### src/rtl/ysyx_22040386_csr_pkg.sv
// rtl/ysyx_22040386_csr_pkg.sv - CSR addresses, bit indices, cause codes and helpers
// Shared by the machine-mode CSR file and its timer sub-module.
package ysyx_22040386_csr_pkg;

    localparam logic [11:0] CSR_MSTATUS  = 12'h300;
    localparam logic [11:0] CSR_MIE      = 12'h304;
    localparam logic [11:0] CSR_MTVEC    = 12'h305;
    localparam logic [11:0] CSR_MSCRATCH = 12'h340;
    localparam logic [11:0] CSR_MEPC     = 12'h341;
    localparam logic [11:0] CSR_MCAUSE   = 12'h342;
    localparam logic [11:0] CSR_MIP      = 12'h344;
    localparam logic [11:0] CSR_MCYCLE   = 12'hB00;

    localparam int MSTATUS_MIE  = 3;
    localparam int MSTATUS_MPIE = 7;
    localparam int MIE_MTIE     = 7;
    localparam int MIP_MTIP     = 7;

    localparam logic [63:0] CAUSE_ECALL_M = 64'd11;
    localparam logic [63:0] CAUSE_MTI     = {1'b1, 63'd7};

    // MPP is hardwired to machine mode; only MIE/MPIE are stored.
    localparam logic [63:0] MSTATUS_FIXED = 64'h1800;
    // mtvec/mepc keep 4-byte alignment.
    localparam logic [63:0] ALIGN4_MASK   = ~64'h3;

    // Which single state update wins this cycle.
    typedef enum logic [1:0] {
        ACT_NONE,
        ACT_TRAP,
        ACT_MRET,
        ACT_WRITE
    } csr_act_e;

    function automatic logic [63:0] mstatus_read(input logic mie, input logic mpie);
        logic [63:0] v;
        v = MSTATUS_FIXED;
        v[MSTATUS_MIE]  = mie;
        v[MSTATUS_MPIE] = mpie;
        return v;
    endfunction

endpackage

### src/rtl/ysyx_22040386_csr_if.sv
// rtl/ysyx_22040386_csr_if.sv - WB/ID/CLINT bus between pipeline and CSR file
// master: pipeline side (drives read address, WB retire info, timer MMIO writes)
// slave:  CSR file side (returns CSR read data and selected timer register)
interface ysyx_22040386_csr_if;
    logic [11:0] csr_raddr;
    logic [63:0] csr_rdata;
    logic        wb_csr_wen;
    logic [11:0] wb_csr_waddr;
    logic [63:0] wb_csr_wdata;
    logic        wb_ecall;
    logic        wb_mret;
    logic        wb_timer_intr;
    logic [63:0] wb_trap_pc;
    logic        clint_wen;
    logic        clint_sel;
    logic [63:0] clint_wdata;
    logic [63:0] clint_rdata;

    modport master (
        output csr_raddr, wb_csr_wen, wb_csr_waddr, wb_csr_wdata, wb_ecall, wb_mret,
               wb_timer_intr, wb_trap_pc, clint_wen, clint_sel, clint_wdata,
        input  csr_rdata, clint_rdata
    );

    modport slave (
        input  csr_raddr, wb_csr_wen, wb_csr_waddr, wb_csr_wdata, wb_ecall, wb_mret,
               wb_timer_intr, wb_trap_pc, clint_wen, clint_sel, clint_wdata,
        output csr_rdata, clint_rdata
    );
endinterface

### src/rtl/ysyx_22040386_timer.sv
// rtl/ysyx_22040386_timer.sv - mtime/mtimecmp timer with prescaler, raises MTIP
// Ports: i_clk, i_rst (async high); clint_wen/clint_sel/clint_wdata MMIO write
// (sel 0=mtime, 1=mtimecmp); clint_rdata selected register; mtip = mtime >= mtimecmp.
module ysyx_22040386_timer
    import ysyx_22040386_csr_pkg::*;
#(
    parameter int unsigned TIMER_DIV = 100
) (
    input  logic        i_clk,
    input  logic        i_rst,
    input  logic        clint_wen,
    input  logic        clint_sel,
    input  logic [63:0] clint_wdata,
    output logic [63:0] clint_rdata,
    output logic        mtip
);

    localparam int PW = (TIMER_DIV > 1) ? $clog2(TIMER_DIV) : 1;
    localparam logic [PW-1:0] PRESC_LAST = PW'(TIMER_DIV - 1);

    logic [PW-1:0] presc;
    logic [63:0]   mtime;
    logic [63:0]   mtimecmp;
    logic          tick;

    assign tick = (presc == PRESC_LAST);

    always_ff @(posedge i_clk or posedge i_rst) begin
        if (i_rst) begin
            presc    <= '0;
            mtime    <= '0;
            mtimecmp <= '1;
        end else begin
            presc <= tick ? '0 : presc + 1'b1;
            // An MMIO write to mtime overrides that cycle's tick; the prescaler keeps its phase.
            if (clint_wen && !clint_sel) begin
                mtime <= clint_wdata;
            end else if (tick) begin
                mtime <= mtime + 64'd1;
            end
            if (clint_wen && clint_sel) begin
                mtimecmp <= clint_wdata;
            end
        end
    end

    assign clint_rdata = clint_sel ? mtimecmp : mtime;
    assign mtip        = (mtime >= mtimecmp);

endmodule

### src/rtl/ysyx_22040386_csr_file.sv
// rtl/ysyx_22040386_csr_file.sv - machine-mode CSR file with trap/mret handling and timer
// Ports: i_clk, i_rst (async high); bus (slave modport: ID read port, WB retire info,
// CLINT MMIO); o_mtvec trap target; o_mepc mret target; o_irq_pending = MIE & MTIE & MTIP.
module ysyx_22040386_csr_file
    import ysyx_22040386_csr_pkg::*;
#(
    parameter int unsigned TIMER_DIV = 100,
    parameter logic [63:0] MTVEC_RST = 64'h0
) (
    input  logic                    i_clk,
    input  logic                    i_rst,
    ysyx_22040386_csr_if.slave      bus,
    output logic [63:0]             o_mtvec,
    output logic [63:0]             o_mepc,
    output logic                    o_irq_pending
);

    logic        st_mie;
    logic        st_mpie;
    logic        mtie;
    logic [63:0] mtvec;
    logic [63:0] mscratch;
    logic [63:0] mepc;
    logic [63:0] mcause;
    logic [63:0] mcycle;
    logic        mtip;
    csr_act_e    act;

    ysyx_22040386_timer #(
        .TIMER_DIV (TIMER_DIV)
    ) u_timer (
        .i_clk       (i_clk),
        .i_rst       (i_rst),
        .clint_wen   (bus.clint_wen),
        .clint_sel   (bus.clint_sel),
        .clint_wdata (bus.clint_wdata),
        .clint_rdata (bus.clint_rdata),
        .mtip        (mtip)
    );

    // Only one source updates trap/CSR state per cycle.
    always_comb begin
        act = ACT_NONE;
        if (bus.wb_timer_intr || bus.wb_ecall) begin
            act = ACT_TRAP;
        end else if (bus.wb_mret) begin
            act = ACT_MRET;
        end else if (bus.wb_csr_wen) begin
            act = ACT_WRITE;
        end
    end

    always_ff @(posedge i_clk or posedge i_rst) begin
        if (i_rst) begin
            st_mie   <= 1'b0;
            st_mpie  <= 1'b0;
            mtie     <= 1'b0;
            mtvec    <= MTVEC_RST;
            mscratch <= '0;
            mepc     <= '0;
            mcause   <= '0;
            mcycle   <= '0;
        end else begin
            // A CSR write to mcycle below overrides this increment.
            mcycle <= mcycle + 64'd1;
            unique case (act)
                ACT_TRAP: begin
                    mepc    <= bus.wb_trap_pc & ALIGN4_MASK;
                    mcause  <= bus.wb_timer_intr ? CAUSE_MTI : CAUSE_ECALL_M;
                    st_mpie <= st_mie;
                    st_mie  <= 1'b0;
                end
                ACT_MRET: begin
                    st_mie  <= st_mpie;
                    st_mpie <= 1'b1;
                end
                ACT_WRITE: begin
                    case (bus.wb_csr_waddr)
                        CSR_MSTATUS: begin
                            st_mie  <= bus.wb_csr_wdata[MSTATUS_MIE];
                            st_mpie <= bus.wb_csr_wdata[MSTATUS_MPIE];
                        end
                        CSR_MIE:      mtie     <= bus.wb_csr_wdata[MIE_MTIE];
                        CSR_MTVEC:    mtvec    <= bus.wb_csr_wdata & ALIGN4_MASK;
                        CSR_MSCRATCH: mscratch <= bus.wb_csr_wdata;
                        CSR_MEPC:     mepc     <= bus.wb_csr_wdata & ALIGN4_MASK;
                        CSR_MCAUSE:   mcause   <= bus.wb_csr_wdata;
                        CSR_MCYCLE:   mcycle   <= bus.wb_csr_wdata;
                        default: ;
                    endcase
                end
                default: ;
            endcase
        end
    end

    // Read port reflects registered state only; same-cycle writes are not forwarded.
    always_comb begin
        bus.csr_rdata = '0;
        case (bus.csr_raddr)
            CSR_MSTATUS:  bus.csr_rdata = mstatus_read(st_mie, st_mpie);
            CSR_MIE:      bus.csr_rdata[MIE_MTIE] = mtie;
            CSR_MTVEC:    bus.csr_rdata = mtvec;
            CSR_MSCRATCH: bus.csr_rdata = mscratch;
            CSR_MEPC:     bus.csr_rdata = mepc;
            CSR_MCAUSE:   bus.csr_rdata = mcause;
            CSR_MIP:      bus.csr_rdata[MIP_MTIP] = mtip;
            CSR_MCYCLE:   bus.csr_rdata = mcycle;
            default: ;
        endcase
    end

    assign o_mtvec       = mtvec;
    assign o_mepc        = mepc;
    assign o_irq_pending = st_mie & mtie & mtip;

endmodule

### src/flat_wrapper.sv
// flat-port wrapper written by rule: the top's interface ports become plain ports
module ysyx_22040386_csr_file_flat import ysyx_22040386_csr_pkg::*;
#(
    parameter int unsigned TIMER_DIV = 100,
    parameter logic [63:0] MTVEC_RST = 64'h0
)
  (i_clk, i_rst, o_mtvec, o_mepc, o_irq_pending, bus_csr_raddr, bus_wb_csr_wen, bus_wb_csr_waddr, bus_wb_csr_wdata, bus_wb_ecall, bus_wb_mret, bus_wb_timer_intr, bus_wb_trap_pc, bus_clint_wen, bus_clint_sel, bus_clint_wdata, bus_csr_rdata, bus_clint_rdata);
  ysyx_22040386_csr_if bus_i ();
  input  logic i_clk;
  input  logic i_rst;
  output logic [63:0] o_mtvec;
  output logic [63:0] o_mepc;
  output logic o_irq_pending;
  input wire logic [$bits(bus_i.csr_raddr)-1:0] bus_csr_raddr;
  input wire logic [$bits(bus_i.wb_csr_wen)-1:0] bus_wb_csr_wen;
  input wire logic [$bits(bus_i.wb_csr_waddr)-1:0] bus_wb_csr_waddr;
  input wire logic [$bits(bus_i.wb_csr_wdata)-1:0] bus_wb_csr_wdata;
  input wire logic [$bits(bus_i.wb_ecall)-1:0] bus_wb_ecall;
  input wire logic [$bits(bus_i.wb_mret)-1:0] bus_wb_mret;
  input wire logic [$bits(bus_i.wb_timer_intr)-1:0] bus_wb_timer_intr;
  input wire logic [$bits(bus_i.wb_trap_pc)-1:0] bus_wb_trap_pc;
  input wire logic [$bits(bus_i.clint_wen)-1:0] bus_clint_wen;
  input wire logic [$bits(bus_i.clint_sel)-1:0] bus_clint_sel;
  input wire logic [$bits(bus_i.clint_wdata)-1:0] bus_clint_wdata;
  output wire logic [$bits(bus_i.csr_rdata)-1:0] bus_csr_rdata;
  output wire logic [$bits(bus_i.clint_rdata)-1:0] bus_clint_rdata;
  assign bus_i.csr_raddr = bus_csr_raddr;
  assign bus_i.wb_csr_wen = bus_wb_csr_wen;
  assign bus_i.wb_csr_waddr = bus_wb_csr_waddr;
  assign bus_i.wb_csr_wdata = bus_wb_csr_wdata;
  assign bus_i.wb_ecall = bus_wb_ecall;
  assign bus_i.wb_mret = bus_wb_mret;
  assign bus_i.wb_timer_intr = bus_wb_timer_intr;
  assign bus_i.wb_trap_pc = bus_wb_trap_pc;
  assign bus_i.clint_wen = bus_clint_wen;
  assign bus_i.clint_sel = bus_clint_sel;
  assign bus_i.clint_wdata = bus_clint_wdata;
  assign bus_csr_rdata = bus_i.csr_rdata;
  assign bus_clint_rdata = bus_i.clint_rdata;
  ysyx_22040386_csr_file #(.TIMER_DIV(TIMER_DIV), .MTVEC_RST(MTVEC_RST)) u_core (.i_clk(i_clk), .i_rst(i_rst), .bus(bus_i), .o_mtvec(o_mtvec), .o_mepc(o_mepc), .o_irq_pending(o_irq_pending));
endmodule
### config.mk
export PLATFORM = sky130hd
export DESIGN_NAME = ysyx_22040386_csr_file_flat
export DESIGN_NICKNAME = d
export VERILOG_FILES = /design/src/rtl/ysyx_22040386_csr_pkg.sv /design/src/rtl/ysyx_22040386_csr_if.sv /design/src/rtl/ysyx_22040386_timer.sv /design/src/rtl/ysyx_22040386_csr_file.sv /design/src/flat_wrapper.sv
export SDC_FILE = /design/constraint.sdc
export NUM_CORES = 1
export LEC_CHECK = 0
export ABC_AREA = 1
export BUFFER_PORTS_ARGS = -buffer_cell sky130_fd_sc_hd__buf_2
export CORE_MARGIN = 4
export CORE_UTILIZATION = 57
export CTS_CLUSTER_DIAMETER = 40
export DETAILED_ROUTE_END_ITERATION = 6
export PLACE_DENSITY = 0.86
export RECOVER_POWER = 25
export SKIP_CTS_REPAIR_TIMING = 1
export SLEW_MARGIN = 10
export SYNTH_ARGS = -nofsm -noshare
export SYNTH_HDL_FRONTEND = slang
export SYNTH_SLANG_ARGS = --single-unit
### constraint.sdc
create_clock -name i_clk -period 19.4 [get_ports i_clk]
set_clock_uncertainty 0.1 [all_clocks]
set_input_delay 3.88 -clock i_clk [delete_from_list [all_inputs] [get_ports i_clk]]
set_output_delay 3.88 -clock i_clk [all_outputs]
set_load 0.01 [all_outputs]
# Word level (Yosys, flattened, before mapping)
# Index checks and enable logic that the tools add are counted.
word_totals:
  wordCells: 73
  output_inout_bits: 257
  reg_bits: 456
classes:
  muxes: 21
  add_sub_neg: 3
  n_eq_ne: 22
  reduce_logical: 13
  magnitude_cmp: 1
  bitwise_logic: 2
op_table:
  columns: ["op", "count"]
  rows:
  - ["64-bit 2-to-1 mux", 8]
  - ["56-bit case mux with 6 select lines", 1]
  - ["64-bit case mux with 2 select lines", 2]
  - ["12-bit by 10-bit == test with 1-bit output, second input constant", 13]
  - ["64-bit by 1-bit adder with 64-bit output, second input constant", 2]
  - ["64-bit greater-or-equal comparator", 1]
  - ["7-bit case mux with 6 select lines", 1]
  - ["12-bit == test, second input constant", 2]
  - ["2-bit AND reduction", 6]
  - ["1-bit case mux with 8 select lines", 1]
  - ["7-bit by 1-bit adder with 7-bit output, second input constant", 1]
  - ["7-bit == test, second input constant", 1]
  - ["7-bit 2-to-1 mux", 1]
  - ["2-bit 2-to-1 mux", 3]
  - ["2-bit != test, second input constant", 3]
  - ["1-bit case mux with 3 select lines", 2]
  - ["2-bit == test, second input constant", 2]
  - ["2-bit nonzero test", 2]
  - ["3-bit nonzero test", 1]
  - ["1-bit bitwise AND", 2]
  - ["2-bit by 1-bit == test with 1-bit output, second input constant", 1]
  - ["1-bit logical AND", 2]
  - ["1-bit 2-to-1 mux", 2]
  - ["1-bit zero test", 1]
  - ["1-bit logical OR", 1]

# Logic depth before layout (Yosys ltp)
# Gate-level depths: netlist of run 1.
depth:
  depth_word: 6
  mapped_depth: 17

# Modules after synthesis
# From an unflattened synthesis of run 1, not the netlist that was laid out.
unflattened:
  cells_unflattened: 3980
  area_unflattened_um2: 27393.8
modules_own_cells:
  columns: ["mod", "n_inst", "seq_area_each_um2", "cells_each", "area_each_um2"]
  rows:
  - ["ysyx_22040386_csr_file", 1, 7982.7, 2443, 17256.6]
  - ["ysyx_22040386_timer", 1, 3458.3, 1537, 10137.2]

# Worst setup path after synthesis of run 1
# OpenSTA, ideal clock, no wires.
synth_timing:
  path_kind: "input-to-output"
  startpoint: "in bus_csr_raddr[5]"
  endpoint: "out bus_csr_rdata[21]"
  slack_ps: 10372
  stages: 10
  arrival_time_ps: 5048
  path_buffers: 2
  path_cell_list: "nor2_1 -> nand2_1 -> nor2_1 -> and3_1 -> buf_2 -> clkbuf_1 -> nand2_1 -> o21ai_0 -> nor2_1 -> o211ai_1"
synth_between:
  elab_chain_cells: 2
  word_cells_on_any_way: 7
  cone_classes: "eq/ne: 6; mux: 1"
synth_rtl:
  columns: ["element", "line_no", "text"]
  rows:
  - ["from (decl)", "flat_wrapper.sv:14", "input wire logic [$bits(bus_i.csr_raddr)-1:0] bus_csr_raddr;"]
  - ["12-bit == test / 12-bit by 10-bit == test with 1-bit output (equally long branches)", "ysyx_22040386_csr_file.sv:100", "case (bus.csr_raddr)"]
  - ["56-bit case mux with 6 select lines (*)", "ysyx_22040386_csr_file.sv:100", null]
  - ["to (decl)", "flat_wrapper.sv:25", "output wire logic [$bits(bus_i.csr_rdata)-1:0] bus_csr_rdata;"]
# Mark *: on every way between the ends. The rest lies on a longest branch, timed or not.

# Final worst setup path of run 1
layout_timing:
  startpoint: "in bus_csr_raddr[9]"
  endpoint: "out bus_csr_rdata[35]"
# The elaborated chain is that of the path after synthesis.

==> reports/metrics.cfg, run 1 <==
[yosys]
yosys_warnings=0
yosysTopAreaCell=dfrtp_1
synth_area_per_cell_um2=7.23
synth_edf_count=0
async_flop_share=1.00
synthCells=3682
ys_types=43
ys_ff_latch=454
netlist_area_um2=26600
yosysTopAreaCellShare=0.367
ys_seq_area_frac=0.430
synth_ff_type=dfrtp_1
synth_area_leaders=dfrtp_1 (37%), nand2_1 (12%), o21ai_0 (9.4%)

[outcome]
outcome=complete, but fails checks
violations=DRC, capacitance limit, slew limit

[cts]
cts_buffer_depth=3
numCtsBuffers=67
clkSinkCount=454
cts_tree=yes
root_buffer=clkbuf_16
clk_latency_ns=0.60
cts_max_level=3
clk_pin_slew_ns=0.05

[setup_path]
reg2regPathDepth=10
cpPeakStageDelay_ns=0.74
worst-path-buf-inv=3
critPathArrivalTime_ns=6.56
crit_family=simple AND/OR/NAND/NOR gates
critPathMaxFanout=32
cp.depth=9
crit_path_end_kind=primary output
setup.worst_path.start_class=primary input
crit_chain=buf_2 > nand2_1 > nor2_1 > nand2_1 > nor2_2 > nand3_2 > buf_4 > o211ai_1 > buf_2
required_ns=15.42
path_class=primary input to primary output
cpMaxStageDelayCell=nand3_2

[sta]
rsz0062_at_grt=false
period_needed_ns=10.54
setup_violations=0
drv_slew=322
setup_ws_ns=8.86
fmax_mhz=94.9
slew-limit-headroom=-2.40
tns_ns=0
hold_viol_final=0
timing.final.crit_share=0.543
worstMarginPinSlew_ns=5.07

[min_path]
whs_path_depth=1
hold_class=flop to flop

[place]
place_congestion=1.04
port-buffer-count=474
dpl-instance-area_um2=29300
hpwlAfterDp_mm=73.2
place_ws_ns=8.99

[finish]
fin_area_um2=31400
n_fill_cell=3946
nets=4378
drive_gt1_frac=0.152
area_growth_syn_to_layout_pct=18.1
regArea_um2=11400
fin_util=0.687
multi_input_area_um2=12400

[detailed_routing]
drt_iter0_markers=3335
wl_mm=101
drt-wirelength-per-cell_um=21.3
drtPass1Iterations=7
vias=28300
via_per_inst=5.97
drc=1
ant_nets=0

[floorplanning]
die_h_um=224
die_w_um=224
io-pin-count=481
coreArea_um2=45800
dieArea_um2=50200
initial_utilization=0.582
rows=78

[power]
p_total_uw=2730
pwr_density_cell_nw_per_um2=86.9
p_leak_uw=0.0153
ir_drop_mv=0.102

[grt]
grt_usage=0.389
overflow=0
grt_max_degree=124
grt_pass1_wl_mm=153
grt_pass1_vias=26600
grt_antenna_before_repair=10

[flow_run]
cap_violations=4

report_power, final:
group | total [uW] | switching (uW) | internal (uW)
clock network | 1240 | 482 | 754
logic | 406 | 272 | 135
registers | 1090 | 68.5 | 1020
metal layers:
metal / wire length [um] / up-vias / share of wire / GRT usage
met3: 11500 / 299 / 0.11 / 0.0938
met4: 4860 / 8 / 0.048 / 0.165
met1: 39900 / 13400 / 0.39 / 0.536
met5: 47 / - / 0.00046 / 0
li1: - / 12800 / - / -
met2: 44900 / 1799 / 0.44 / 0.593
cell usage after synthesis (64+ instances only):
master / number
o211ai_1: 118
ha_1: 67
nand2_1: 886
o21ai_0: 500
dfrtp_1: 390
o22ai_1: 64
nand3_1: 145
inv_1: 567
nor2_1: 349
dfstp_2: 64
clkbuf_1: 106
a21oi_1: 92
nor3_1: 71
logic make-up (layout without fill, tap and decap cells):
family	after synthesis	count (layout)	share of synthesized area
and+or+nand+nor	1545	1545	0.239
other	1	11	0.000141
adders and majority gates	67	67	0.0315
buffers and inverters	736	1189	0.109
DFF	454	454	0.430
AOI/OAI and AO/OA	822	822	0.173
xor gates and xnor gates	57	57	0.0188
metrics by stage:
stage               hold WS (ns)  std cells
finish                     0.376       4745
global route               0.394       4742
CTS                        0.372       4738
detailed placement         0.365       4618
global placement           0.352       4618
floorplan                  0.333       3685
path summary, 6_finish.rpt:
check	start	to	slack (ns)
worst max-delay path	bus_csr_raddr[9]	bus_csr_rdata[35]	8.86
min in group asynchronous	i_rst	u_core.o_mepc[15]	4.74
worst max register to register	u_core.u_timer.presc[0]	u_core.u_timer.mtime[28]	15.98
worst min-delay path	u_core.u_timer.presc[0]	u_core.u_timer.presc[0]	0.38
max in group asynchronous	i_rst	u_core.o_mtvec[60]	9.03
worst min register to register	u_core.u_timer.presc[0]	u_core.u_timer.presc[0]	0.38
placed cells by master, fill, tap and decap left out, types with 6 or more instances in the layout:
cell type | synthesis | routed
dfrtp_1 | 390 | 390
inv_1 | 567 | 566
xor2_1 | 57 | 57
buf_2 | 34 | 397
a21oi_1 | 92 | 92
o21ai_1 | 7 | 7
nor2_1 | 349 | 348
clkbuf_1 | 106 | 85
clkbuf_8 | 0 | 6
ha_1 | 67 | 67
a31oi_1 | 12 | 12
o21ai_0 | 500 | 500
nand3_1 | 145 | 141
nor3_1 | 71 | 71
o2111ai_1 | 6 | 6
diode_2 | 0 | 7
clkbuf_16 | 0 | 71
buf_4 | 9 | 21
inv_6 | 0 | 12
clkinv_2 | 0 | 9
o22ai_1 | 64 | 64
o221ai_1 | 10 | 10
nand2_1 | 886 | 882
clkinv_4 | 0 | 6
nand4_1 | 62 | 62
dfstp_2 | 64 | 64
nor2_2 | 6 | 6
o211ai_1 | 118 | 118
layout make-up:
class	instances	share of cell area
multi-input cells	2495	0.393
flip-flops and latches	454	0.364
repair buffers	498	0.0778
inverters	571	0.0683
clock buffers	82	0.0597
well taps	600	0.0239
clock inverters	38	0.0123
diodes	7	0.000557
sequential cells by signal, indices dropped and copies added, names as in the netlist:
name / cells
u_core.mcause: 64
u_core.mcycle: 64
u_core.mscratch: 64
u_core.mtie: 1
u_core.o_mepc: 62
u_core.o_mtvec: 62
u_core.st_mie: 1
u_core.st_mpie: 1
u_core.u_timer.mtime: 64
u_core.u_timer.mtimecmp: 64
u_core.u_timer.presc: 7
(Power assumes the default switching activity.)
==> run 2: changes to the inputs <==
--- a/config.mk
+++ b/config.mk
@@ -8,10 +8,10 @@
 export ABC_AREA = 1
 export BUFFER_PORTS_ARGS = -buffer_cell sky130_fd_sc_hd__buf_2
 export CORE_MARGIN = 4
-export CORE_UTILIZATION = 57
+export CORE_UTILIZATION = 52
 export CTS_CLUSTER_DIAMETER = 40
 export DETAILED_ROUTE_END_ITERATION = 6
-export PLACE_DENSITY = 0.86
+export PLACE_DENSITY = 0.83
 export RECOVER_POWER = 25
 export SKIP_CTS_REPAIR_TIMING = 1
 export SLEW_MARGIN = 10
==> constraint.sdc (replaced) <==
create_clock -name i_clk -period 9.3 [get_ports i_clk]
set_clock_uncertainty 0.1 [all_clocks]
set_input_delay 1.86 -clock i_clk [delete_from_list [all_inputs] [get_ports i_clk]]
set_output_delay 1.86 -clock i_clk [all_outputs]
set_load 0.01 [all_outputs]
==> run 2 against run 1 <==
The run ends with capacitance limit, slew limit left; critical path depth shrank 5; clock power rose by 130%; final cell count increased by 1.8%; setup slack worse by 6.3 ns; largest cell class unchanged; largest power group unchanged.
==> reports/metrics.cfg, run 2 (same netlist as run 1, synthesis figures left out) <==
[detailed_routing]
via_per_inst=5.75
drt_iter0_markers=3211
ant_nets=0
route.met2.wl_mm=44.8
drt-wirelength-per-cell_um=20.4
vias=27800
wl_mm=98.7
drtPass1Iterations=7
drc=0
top_layer_used=met5
dr_wl_met3_mm=10.1
wl_met1_mm=38.6

[cts]
cts_buffer_depth=3
numCtsBuffers=73
clk_pin_slew_ns=0.05
cts_tree=yes
root_buffer=clkbuf_16
cts_max_level=3
clk_latency_ns=0.62
clkSinkCount=454

[finish]
final_common_cell=nand2_1
fin_util=0.633
area_growth_syn_to_layout_pct=19.7
final_cell_mix=nand2_1 (882), inv_1 (567), o21ai_0 (500)
nets=4383
drive_gt1_frac=0.157
n_fill_cell=4463

[place]
port-buffer-count=474
hpwlAfterDp_mm=71.9
place_congestion=1.07

[setup_path]
setup.worst_path.start_class=primary input
crit_path_end_kind=primary output
path_class=primary input to primary output
critPathMaxFanout=67
critPathArrivalTime_ns=4.76
required_ns=7.34

[floorplanning]
initial_utilization=0.529
dieArea_um2=54900
die_h_um=234
die_w_um=234
rows=82
io-pin-count=481
coreArea_um2=50400

[power]
p_leak_uw=0.0155
switchingPower_uw=1800
p_seq_frac=0.379
swShare=0.301
pwr_density_cell_nw_per_um2=188
ir_drop_mv=0.175
cell_internal_pwr_uw=4190
combPwrFrac=0.141
p_clk_frac=0.481

[sta]
slew-limit-headroom=-1.81
drv_slew=378
period_needed_ns=6.72
hold_viol_final=0
tns_ns=0
fmax_mhz=149
hold_slack_ns=0.356
rsz0062_at_grt=false
setup_violations=0
worstMarginPinSlew_ns=4.21
timing.final.crit_share=0.722

[outcome]
outcome=complete, but fails checks
violations=capacitance limit, slew limit

[grt]
grt_usage=0.352
grt_antenna_before_repair=8
grt_pass1_wl_mm=150
grt_max_degree=168
grt_pass1_vias=26100
overflow=0

[min_path]
hold_class=flop to flop

[flow_run]
cap_violations=4

run 2: cell types whose count changed in the layout (fill, tap and decap cells not counted), moves of 3 or more:
cell / before / now
clkbuf_16: 71 / 74
clkbuf_8: 6 / 3
bufinv_16: 4 / 9
buf_4: 21 / 17
inv_8: 3 / 7
clkinv_2: 9 / 2
buf_2: 397 / 409
clkinvlp_4: 4 / 7
clkinv_4: 6 / 9
clkbuf_1: 85 / 73
clkinv_8: 0 / 4
run 2: critical path, cell delays in order:
cell	delay, ns
buf_2	0.08
clkbuf_1	1.84
o21ai_0	0.62
buf_2	0.30
run 2: worst paths after layout:
check	from	end	slack, ns	depth (start not counted)
setup reg to reg	u_core.u_timer.presc[0]	u_core.u_timer.mtime[36]	6.39	9
max in group asynchronous	i_rst	u_core.o_mepc[50]	3.10	4
min in group asynchronous	i_rst	u_core.o_mepc[8]	1.37	3
hold reg to reg	u_core.u_timer.presc[0]	u_core.u_timer.presc[0]	0.36	1
hold / removal	u_core.u_timer.presc[0]	u_core.u_timer.presc[0]	0.36	1
setup / recovery	bus_clint_sel	bus_clint_rdata[47]	2.58	4
run 2: per-layer routing:
layer,global-route usage,vias to the layer above
met2,0.548,1566
met5,0,-
met3,0.0843,304
li1,-,12800
met4,0.164,6
met1,0.466,13100
run 2: area by class of cell:
type | instances | area [um2] | share of cell area
multi-input combinational | 2495 | 12400 | 0.388
sequential | 454 | 11400 | 0.359
timing repair buffer | 497 | 2470 | 0.0776
inverter | 571 | 2150 | 0.0674
clock buffer | 82 | 1910 | 0.0600
tap | 672 | 841 | 0.0264
clock inverter | 52 | 678 | 0.0213
antenna | 6 | 15.0 | 0.000471
run 2: metrics by stage:
step	setup slack, ns	instance area, um2	total power (uW)	instances
after floorplan	1.25	26600	2780	3685
after global placement	3.24	29400	3100	4689
after detailed placement	3.21	29400	3120	4689
after CTS	3.19	32000	6000	4823
after global routing	2.23	31900	6220	4827
final	2.58	31900	5990	4829
run 2: power groups by stage:
stage                     registers, uW  clock network, uW  logic, uW
after floorplan                    2260                  0        518
after global placement             2290                  0        809
after detailed placement           2290                  0        830
after CTS                          2260               2900        840
after global routing               2280               2990        948
final                              2270               2880        843
